`config.mk`:
```
export PLATFORM = sky130hd
export DESIGN_NAME = fixed_rounder_stream
export DESIGN_NICKNAME = d
export VERILOG_FILES = /design/src/rtl/fixed_rounder_stream.sv
export SDC_FILE = /design/constraint.sdc
export NUM_CORES = 1
export LEC_CHECK = 0
export ABC_AREA = 1
export CORE_MARGIN = 2
export CORE_UTILIZATION = 45
export DETAILED_ROUTE_END_ITERATION = 8
export GPL_TIMING_DRIVEN = 0
export PLACE_DENSITY = 0.75
export SYNTH_ARGS = -nofsm -noshare
export SYNTH_HDL_FRONTEND = slang
export SYNTH_SLANG_ARGS = --single-unit
export TNS_END_PERCENT = 5
```
`constraint.sdc`:
```
create_clock -name clk -period 5.3 [get_ports clk]
set_clock_uncertainty 0.2 [all_clocks]
set_input_delay 1.325 -clock clk [delete_from_list [all_inputs] [get_ports clk]]
set_output_delay 1.325 -clock clk [all_outputs]
set_load 0.02 [all_outputs]
```
`src/rtl/fixed_rounder_stream.sv`:
```
// fixed_rounder_stream: multi-channel fixed-point rounder/narrower behind a
// valid/ready stream. Each channel is rounded from IWIDTH to OWIDTH bits with a
// per-beat rounding mode, then carried through PIPELINE elastic stages.
// Optional feature macro: FIXED_ROUNDER_STREAM_SATURATE_EN
//   defined   -> overflowing channels clamp to their maximum code, o_sat flags it
//   undefined -> overflow wraps modulo 2^OWIDTH, o_sat stays 0
//
// Handshake: a beat transfers on a rising clk edge where valid & ready are both
// high. A producer holding valid may not retract it until it transfers. Ready
// may depend combinationally on the consumer's ready (i_ready follows o_ready).
module fixed_rounder_stream #(
    parameter int IWIDTH   = 16,
    parameter int OWIDTH   = 10,
    parameter int CHANNELS = 1,
    parameter int PIPELINE = 2
) (
    input  logic                         clk,
    input  logic                         reset,
    input  logic                         i_valid,
    output logic                         i_ready,
    input  logic                         i_signed,
    input  logic [1:0]                   i_mode,
    input  logic [CHANNELS*IWIDTH-1:0]   i_data,
    output logic                         o_valid,
    input  logic                         o_ready,
    output logic                         o_signed,
    output logic [CHANNELS*OWIDTH-1:0]   o_data,
    output logic [CHANNELS-1:0]          o_sat
);

    localparam int D = IWIDTH - OWIDTH;

    logic [CHANNELS*OWIDTH-1:0] w_rnd_data;
    logic [CHANNELS-1:0]        w_rnd_sat;

    for (genvar k = 0; k < CHANNELS; k++) begin : g_ch
        logic [IWIDTH-1:0] w_in;
        assign w_in = i_data[k*IWIDTH +: IWIDTH];

        if (D > 0) begin : g_narrow
            logic [OWIDTH-1:0] w_trunc;
            logic [OWIDTH-1:0] w_sum;
            logic              w_half;
            logic              w_sticky;
            logic              w_neg;
            logic              w_inc;

            // Upper bits are the floor of the scaled value in both number formats
            assign w_trunc = w_in[IWIDTH-1:D];
            assign w_half  = w_in[D-1];
            assign w_neg   = i_signed & w_in[IWIDTH-1];

            if (D > 1) begin : g_sticky
                assign w_sticky = |w_in[D-2:0];
            end else begin : g_no_sticky
                assign w_sticky = 1'b0;
            end

            // Decide whether the floor value is bumped by one LSB for this mode
            always_comb begin
                w_inc = 1'b0;
                case (i_mode)
                    2'd0: w_inc = 1'b0;
                    2'd1: w_inc = w_neg ? (w_half & w_sticky) : w_half;
                    2'd2: w_inc = w_half & (w_sticky | w_trunc[0]);
                    2'd3: w_inc = w_neg & (w_half | w_sticky);
                    default: w_inc = 1'b0;
                endcase
            end

            assign w_sum = w_trunc + {{(OWIDTH-1){1'b0}}, w_inc};

`ifdef FIXED_ROUNDER_STREAM_SATURATE_EN
            logic [OWIDTH-1:0] w_max;
            logic              w_ovf;
            // Only an increment on the largest code can overflow
            assign w_max = i_signed ? {1'b0, {(OWIDTH-1){1'b1}}} : {OWIDTH{1'b1}};
            assign w_ovf = w_inc & (w_trunc == w_max);
            assign w_rnd_data[k*OWIDTH +: OWIDTH] = w_ovf ? w_max : w_sum;
            assign w_rnd_sat[k]                   = w_ovf;
`else
            assign w_rnd_data[k*OWIDTH +: OWIDTH] = w_sum;
            assign w_rnd_sat[k]                   = 1'b0;
`endif
        end else begin : g_widen
            // Widening is exact: zero-fill the new low bits
            assign w_rnd_data[k*OWIDTH +: OWIDTH] = OWIDTH'(w_in) << (OWIDTH - IWIDTH);
            assign w_rnd_sat[k]                   = 1'b0;
        end
    end

    logic [PIPELINE-1:0]        r_valid;
    logic [PIPELINE-1:0]        r_signed;
    logic [CHANNELS*OWIDTH-1:0] r_data [PIPELINE];
    logic [CHANNELS-1:0]        r_sat  [PIPELINE];

    logic [PIPELINE-1:0]        w_rdy;
    logic [PIPELINE-1:0]        w_inv;
    logic [PIPELINE-1:0]        w_dsg;
    logic [CHANNELS*OWIDTH-1:0] w_din  [PIPELINE];
    logic [CHANNELS-1:0]        w_dsat [PIPELINE];

    // A stage can take a new beat unless it and every stage after it are full
    // while the consumer is stalling
    always_comb begin
        for (int i = 0; i < PIPELINE; i++) begin
            w_rdy[i] = o_ready;
            for (int j = i; j < PIPELINE; j++) begin
                if (!r_valid[j]) begin
                    w_rdy[i] = 1'b1;
                end
            end
        end
    end

    // Select what each stage would load: the rounder for stage 0, else the previous stage
    always_comb begin
        w_inv[0]  = i_valid;
        w_dsg[0]  = i_signed;
        w_din[0]  = w_rnd_data;
        w_dsat[0] = w_rnd_sat;
        for (int i = 1; i < PIPELINE; i++) begin
            w_inv[i]  = r_valid[i-1];
            w_dsg[i]  = r_signed[i-1];
            w_din[i]  = r_data[i-1];
            w_dsat[i] = r_sat[i-1];
        end
    end

    // Stage registers: valid bits follow readiness, data only moves on a real load
    always_ff @(posedge clk) begin
        if (reset) begin
            for (int i = 0; i < PIPELINE; i++) begin
                r_valid[i]  <= 1'b0;
                r_signed[i] <= 1'b0;
                r_data[i]   <= '0;
                r_sat[i]    <= '0;
            end
        end else begin
            for (int i = 0; i < PIPELINE; i++) begin
                if (w_rdy[i]) begin
                    r_valid[i] <= w_inv[i];
                end
                if (w_rdy[i] && w_inv[i]) begin
                    r_signed[i] <= w_dsg[i];
                    r_data[i]   <= w_din[i];
                    r_sat[i]    <= w_dsat[i];
                end
            end
        end
    end

    assign i_ready  = !reset & w_rdy[0];
    assign o_valid  = r_valid[PIPELINE-1];
    assign o_signed = r_signed[PIPELINE-1];
    assign o_data   = r_data[PIPELINE-1];
    assign o_sat    = r_sat[PIPELINE-1];

endmodule

```
Word-level counts from Yosys, hierarchy flattened
Memories as Yosys holds them, arrays and structs flattened.
Cells that the tools add are included.
{"block": "word_totals", "regBits": 4, "latchBits": 0, "ram_bits": 22, "rom_bits": 0, "elab_cells": 43, "memories": 2}
{"name": "r_data", "words": 2, "width": 10, "rd": 2, "rd_ports_with_merged_regs": 0, "write_ports": 2, "line_no": "94", "source": "logic [CHANNELS*OWIDTH-1:0] r_data [PIPELINE];"}
{"name": "r_sat", "words": 2, "width": 1, "rd": 2, "rd_ports_with_merged_regs": 0, "write_ports": 2, "line_no": "95", "source": "logic [CHANNELS-1:0] r_sat [PIPELINE];"}
{"block": "classes", "add_sub_neg": 1, "mul": 0, "n_div": 0, "magnitude_cmp": 0, "eq_ne": 3, "shifts": 0, "mux": 17, "bitwise_logic": 11, "n_reduce_logical": 5}
{"op": "10-bit 2-to-1 mux", "count": 2}
{"op": "1-bit 2-to-1 mux", "count": 14}
{"op": "10-bit by 1-bit adder with 10-bit output", "count": 1}
{"op": "1-bit bitwise OR", "count": 6}
{"op": "1-bit AND", "count": 5}
{"op": "5-bit OR reduction", "count": 1}
{"op": "2-bit == test, second input constant", "count": 2}
{"op": "1-bit one-hot mux with 4 select lines", "count": 1}
{"op": "2-bit by 1-bit == test with 1-bit output, second input constant", "count": 1}
{"op": "1-bit logical AND", "count": 2}
{"op": "2-bit logical NOT", "count": 1}
{"op": "1-bit logical NOT", "count": 1}

Logic depth before layout (Yosys ltp)
Gate-level depths: netlist of run 1.
{"block": "logic_depth", "ltp_word": 7, "ltp_mapped": 14, "mapped_depth_nobuf": 14}

Least setup slack after synthesis of run 1
Ideal clock, no wire load.
{"block": "synth_path", "path_type": "input to output", "from": "input port o_ready", "to": "output port i_ready", "t_arrival_ns": 1.603, "slack_ns": 2.172, "stages": 4, "path_cell_list": "inv_1 -> nand3_2 -> nand2_2 -> inv_2"}
{"block": "synth_via", "elab_chain_len": 3}
{"item": "from (decl)", "line_no": "25", "source": "input logic o_ready,"}
{"item": "1-bit 2-to-1 mux (2 in a row)", "line_no": "109", "source": "if (!r_valid[j]) begin"}
{"item": "1-bit AND", "line_no": "153", "source": "assign i_ready = !reset & w_rdy[0];"}
{"item": "to (decl)", "line_no": "20", "source": "output logic i_ready,"}
No other way between the ends.

Worst setup path in the final report of run 1
{"block": "layout_path", "from": "input port reset", "to": "output port i_ready"}
{"block": "layout_via", "elab_chain_len": 2}
{"item": "from (decl)", "line_no": "18", "source": "input logic reset,"}
{"item": "1-bit logical NOT", "line_no": "153"}
{"item": "1-bit AND", "line_no": "153"}
No other way between the ends.

==> run_results.csv, run 1 <==
group,metric,value,unit
critical_path,critPathLaunch,"reset",
floorplan,die_w,59.68,um
sta,fmax,238.2,MHz
sta,rsz0062_at_grt,"false",
sta,hold_viol,0,
detailed_routing,wl_met1,833,um
power,p_sw,0.1024,mW
global_routing,grt_usage,13.54,%
critical_path,critPathKind,"in2out",
detailed_routing,finalWirelength,2070,um
finish,syn_to_final_growth,29.96,%
placed_design,finalWeightedCongestion,0.7545,
critical_path,path_buf_inv,4,
clocking,clock_sinks,24,
yosys,ys.flop_type,"edfxtp_1",
sta,finalSetupViolCount,0,
clocking,hold_buffers,0,
clocking,clk-insertion-delay-late,0.30,ns
global_routing,grt_pass1_vias,978,
placed_design,placed_cell_area,1787,um2
detailed_routing,wl_met3,86,um
sta,fin_ws,1.102,ns
detailed_routing,detail_route.first_pass.iterations,3,
detailed_routing,ant_nets,0,
worst_hold_path,worstHoldStart,"r_signed[0]",
critical_path,crit_slowest_cell,"clkdlybuf4s50_1",
finish,design_area,1813,um2
yosys,ys_warn_count,0,
power,p_int,0.2966,mW
clocking,cts-root-buf,"clkbuf_4",
detailed_routing,wl_per_cell,9.200,um
yosys,netlist-cell-type-count,23,
detailed_routing,vias_per_cell,4.462,
power,p_sw_share,25.66,%
global_routing,grt_pass1_wl,3650,um
yosys,async_reset_ff_share,0,%
critical_path,worst_setup_path_end_kind,"output pin",
floorplan,fp-row-count,20,
power,leakagePower,0.8014,nW
yosys,synth_nets,178,
detailed_routing,drtIter0Drc,6,
critical_path,cp-start-kind,"primary input",
yosys,synth_edf_count,20,
power,clkPwrFrac,19.2,%
critical_path,arrival,2.67,ns
clocking,cts_resized,0,
yosys,ys_seq_elements,24,
floorplan,fp.dieArea,3562,um2
detailed_routing,drc_errors,0,
placed_design,pre_cts_slack,1.112,ns
power,vdd_ir_drop_max,0.07693,mV
critical_path,cp_cell_sequence,"clkdlybuf4s50_1 > inv_2 > nand2_2 > inv_2 > clkdlybuf4s50_1",
detailed_routing,routed.top_layer,"met4",
power,powerDensity,220.1,nW/um2
placed_design,io_buffers,35,
critical_path,cp_top_family,"buffers and inverters",
clocking,cts_buffer_depth,2,
critical_path,worst-r2r-setup-slack,3.79,ns
critical_path,crit_fanout,5,
sta,whs,0.2962,ns
sta,slew_violations,0,
finish,nets,218,
floorplan,start_util,46.46,%
yosys,syn-cell-area,1395,um2
sta,period_needed,4.198,ns
global_routing,overflow,0,
finish,utilization,60.38,%
clocking,clk_pin_slew_worst_paths,0.12,ns
sta,period_share,79.20,%
finish,antenna_cells,0,
power,p_total,0.3990,mW
floorplan,io_pins,37,
job,drv_cap,0,
clocking,htreeDepth,1,
power,p_comb_share,24.5,%
finish,drive_gt1_share,17.71,%
clocking,cts_tree,"yes",
detailed_routing,met2_length,1122,um
sta,finalSetupTns,0,ns
clocking,post-cts-setup-buffers,0,
clocking,numCtsBuffers,3,
critical_path,cp.required,3.77,ns
global_routing,grt_start_max_net_pins,14,
yosys,syn_inst,153,
detailed_routing,vias,1004,
worst_hold_path,hold_class,"reg2reg",
power,sequentialPowerShare,56.3,%
placed_design,post-dp-hpwl,1803,um
global_routing,antenna_found_initial,0,
yosys,ys_seq_area_share,48.79,%
floorplan,die_h,59.68,um
critical_path,cpPeakStageDelay,0.62,ns
placed_design,placed_cells,221,
floorplan,coreArea,3003,um2
yosys,avgSynthCellArea,9.118,um2
critical_path,timing.rr.start,"r_valid[0]",
status,outcome,"finished, final reports clean",
finish,fin_cells,225,
[cells in the final DEF, fill, tap and decap left out, types with 3 or more instances in the layout]
cell             instances
buf_4                   11
clkbuf_4                 3
clkdlybuf4s50_1         35
dfxtp_1                  4
edfxtp_1                20
inv_1                   30
nand2_1                 29
nand3_1                  8
nor2_1                  17
nor2_4                  10
o21ai_0                  3
[final cells by class]
class                      count  area, um2
clock buffer                   3      22.52
inverter                      33      128.9
sequential                    24      680.7
multi-input combinational     84      483.0
clock inverter                 1      3.754
tap                           33      41.29
buffer                        12      102.6
fill                         267       1190
timing repair buffer          35      350.3
[synth_stat cells, types with 2 or more instances]
cell type	instances	area, um2
nor2_1	17	63.81
dfxtp_1	4	80.08
nor2_4	10	112.6
buf_4	11	82.58
inv_1	30	112.6
xnor2_1	2	17.52
edfxtp_1	20	600.6
nand2_4	2	22.52
o21ai_0	3	15.01
inv_2	2	7.510
ha_1	2	25.02
nand2_1	29	108.9
nand3_1	8	40.04
nand4_1	2	12.51
a21oi_1	2	10.01
nand3_2	2	20.02
[logic make-up (layout without fill, tap and decap cells)]
kind of cell	count (synthesis)	in the layout	share of synthesized area, %
buffers and inverters	45	84	16.59
flip-flops	24	24	48.79
AO/OA/AOI/OAI	6	6	2.242
AND/OR/NAND/NOR	72	72	28.43
adder cells (fa/ha/maj)	2	2	1.793
XOR/XNOR	3	3	1.884
other	1	1	0.2688
[power groups by stage]
stage               Combinational, mW  Clock [mW]  Sequential (mW)
finish                         0.0977      0.0768            0.225
global route                    0.107      0.0909            0.226
CTS                            0.0991      0.0808            0.225
detailed placement             0.0988           0            0.229
global placement               0.0959           0            0.229
floorplan                      0.0592           0            0.229
[sequential cells by signal, summed over array words and instances, names as in the netlist]
register and cells:
r_data 20, r_signed 2, r_valid 2
[worst reg2reg max path, cell delays in order (launching register included)]
cell	delay [ns]
dfxtp_1	0.40
nand3_2	0.12
nand2_2	0.08
inv_2	0.05
nand2_4	0.06
nand2_4	0.08
inv_6	0.08
buf_12	0.17
nor2_4	0.04
[path summary, 6_finish.rpt]
kind	end	cells past startpoint
min reg2reg	r_signed[0]	2
min	r_signed[0]	2
max	i_ready	5
max reg2reg	r_data[0][2]	8
[per-layer routing]
metal	track usage (%)	vias up
li1	-	537
met1	13.81	436
met2	25.62	29
met3	2.814	2
met4	6.667	0
met5	0	-
Power figures use the tool's default switching activity.
==> run 2, diff against run 1 <==
==> constraint.sdc (replaced) <==
create_clock -name clk -period 4 [get_ports clk]
set_clock_uncertainty 0.2 [all_clocks]
set_input_delay 1 -clock clk [delete_from_list [all_inputs] [get_ports clk]]
set_output_delay 1 -clock clk [all_outputs]
set_load 0.02 [all_outputs]
==> results of run 2 <==
The final DEF is identical to that of run 1. Status: finished, final reports clean.
Among the figures that moved: setup slack after placement 1.112 ns -> 0.4619 ns; setup slack after layout 1.102 ns -> 0.4523 ns; register-to-register setup slack 3.79 ns -> 2.49 ns; total power 0.3990 mW -> 0.5287 mW; worst IR drop on VDD 0.07693 mV -> 0.1019 mV
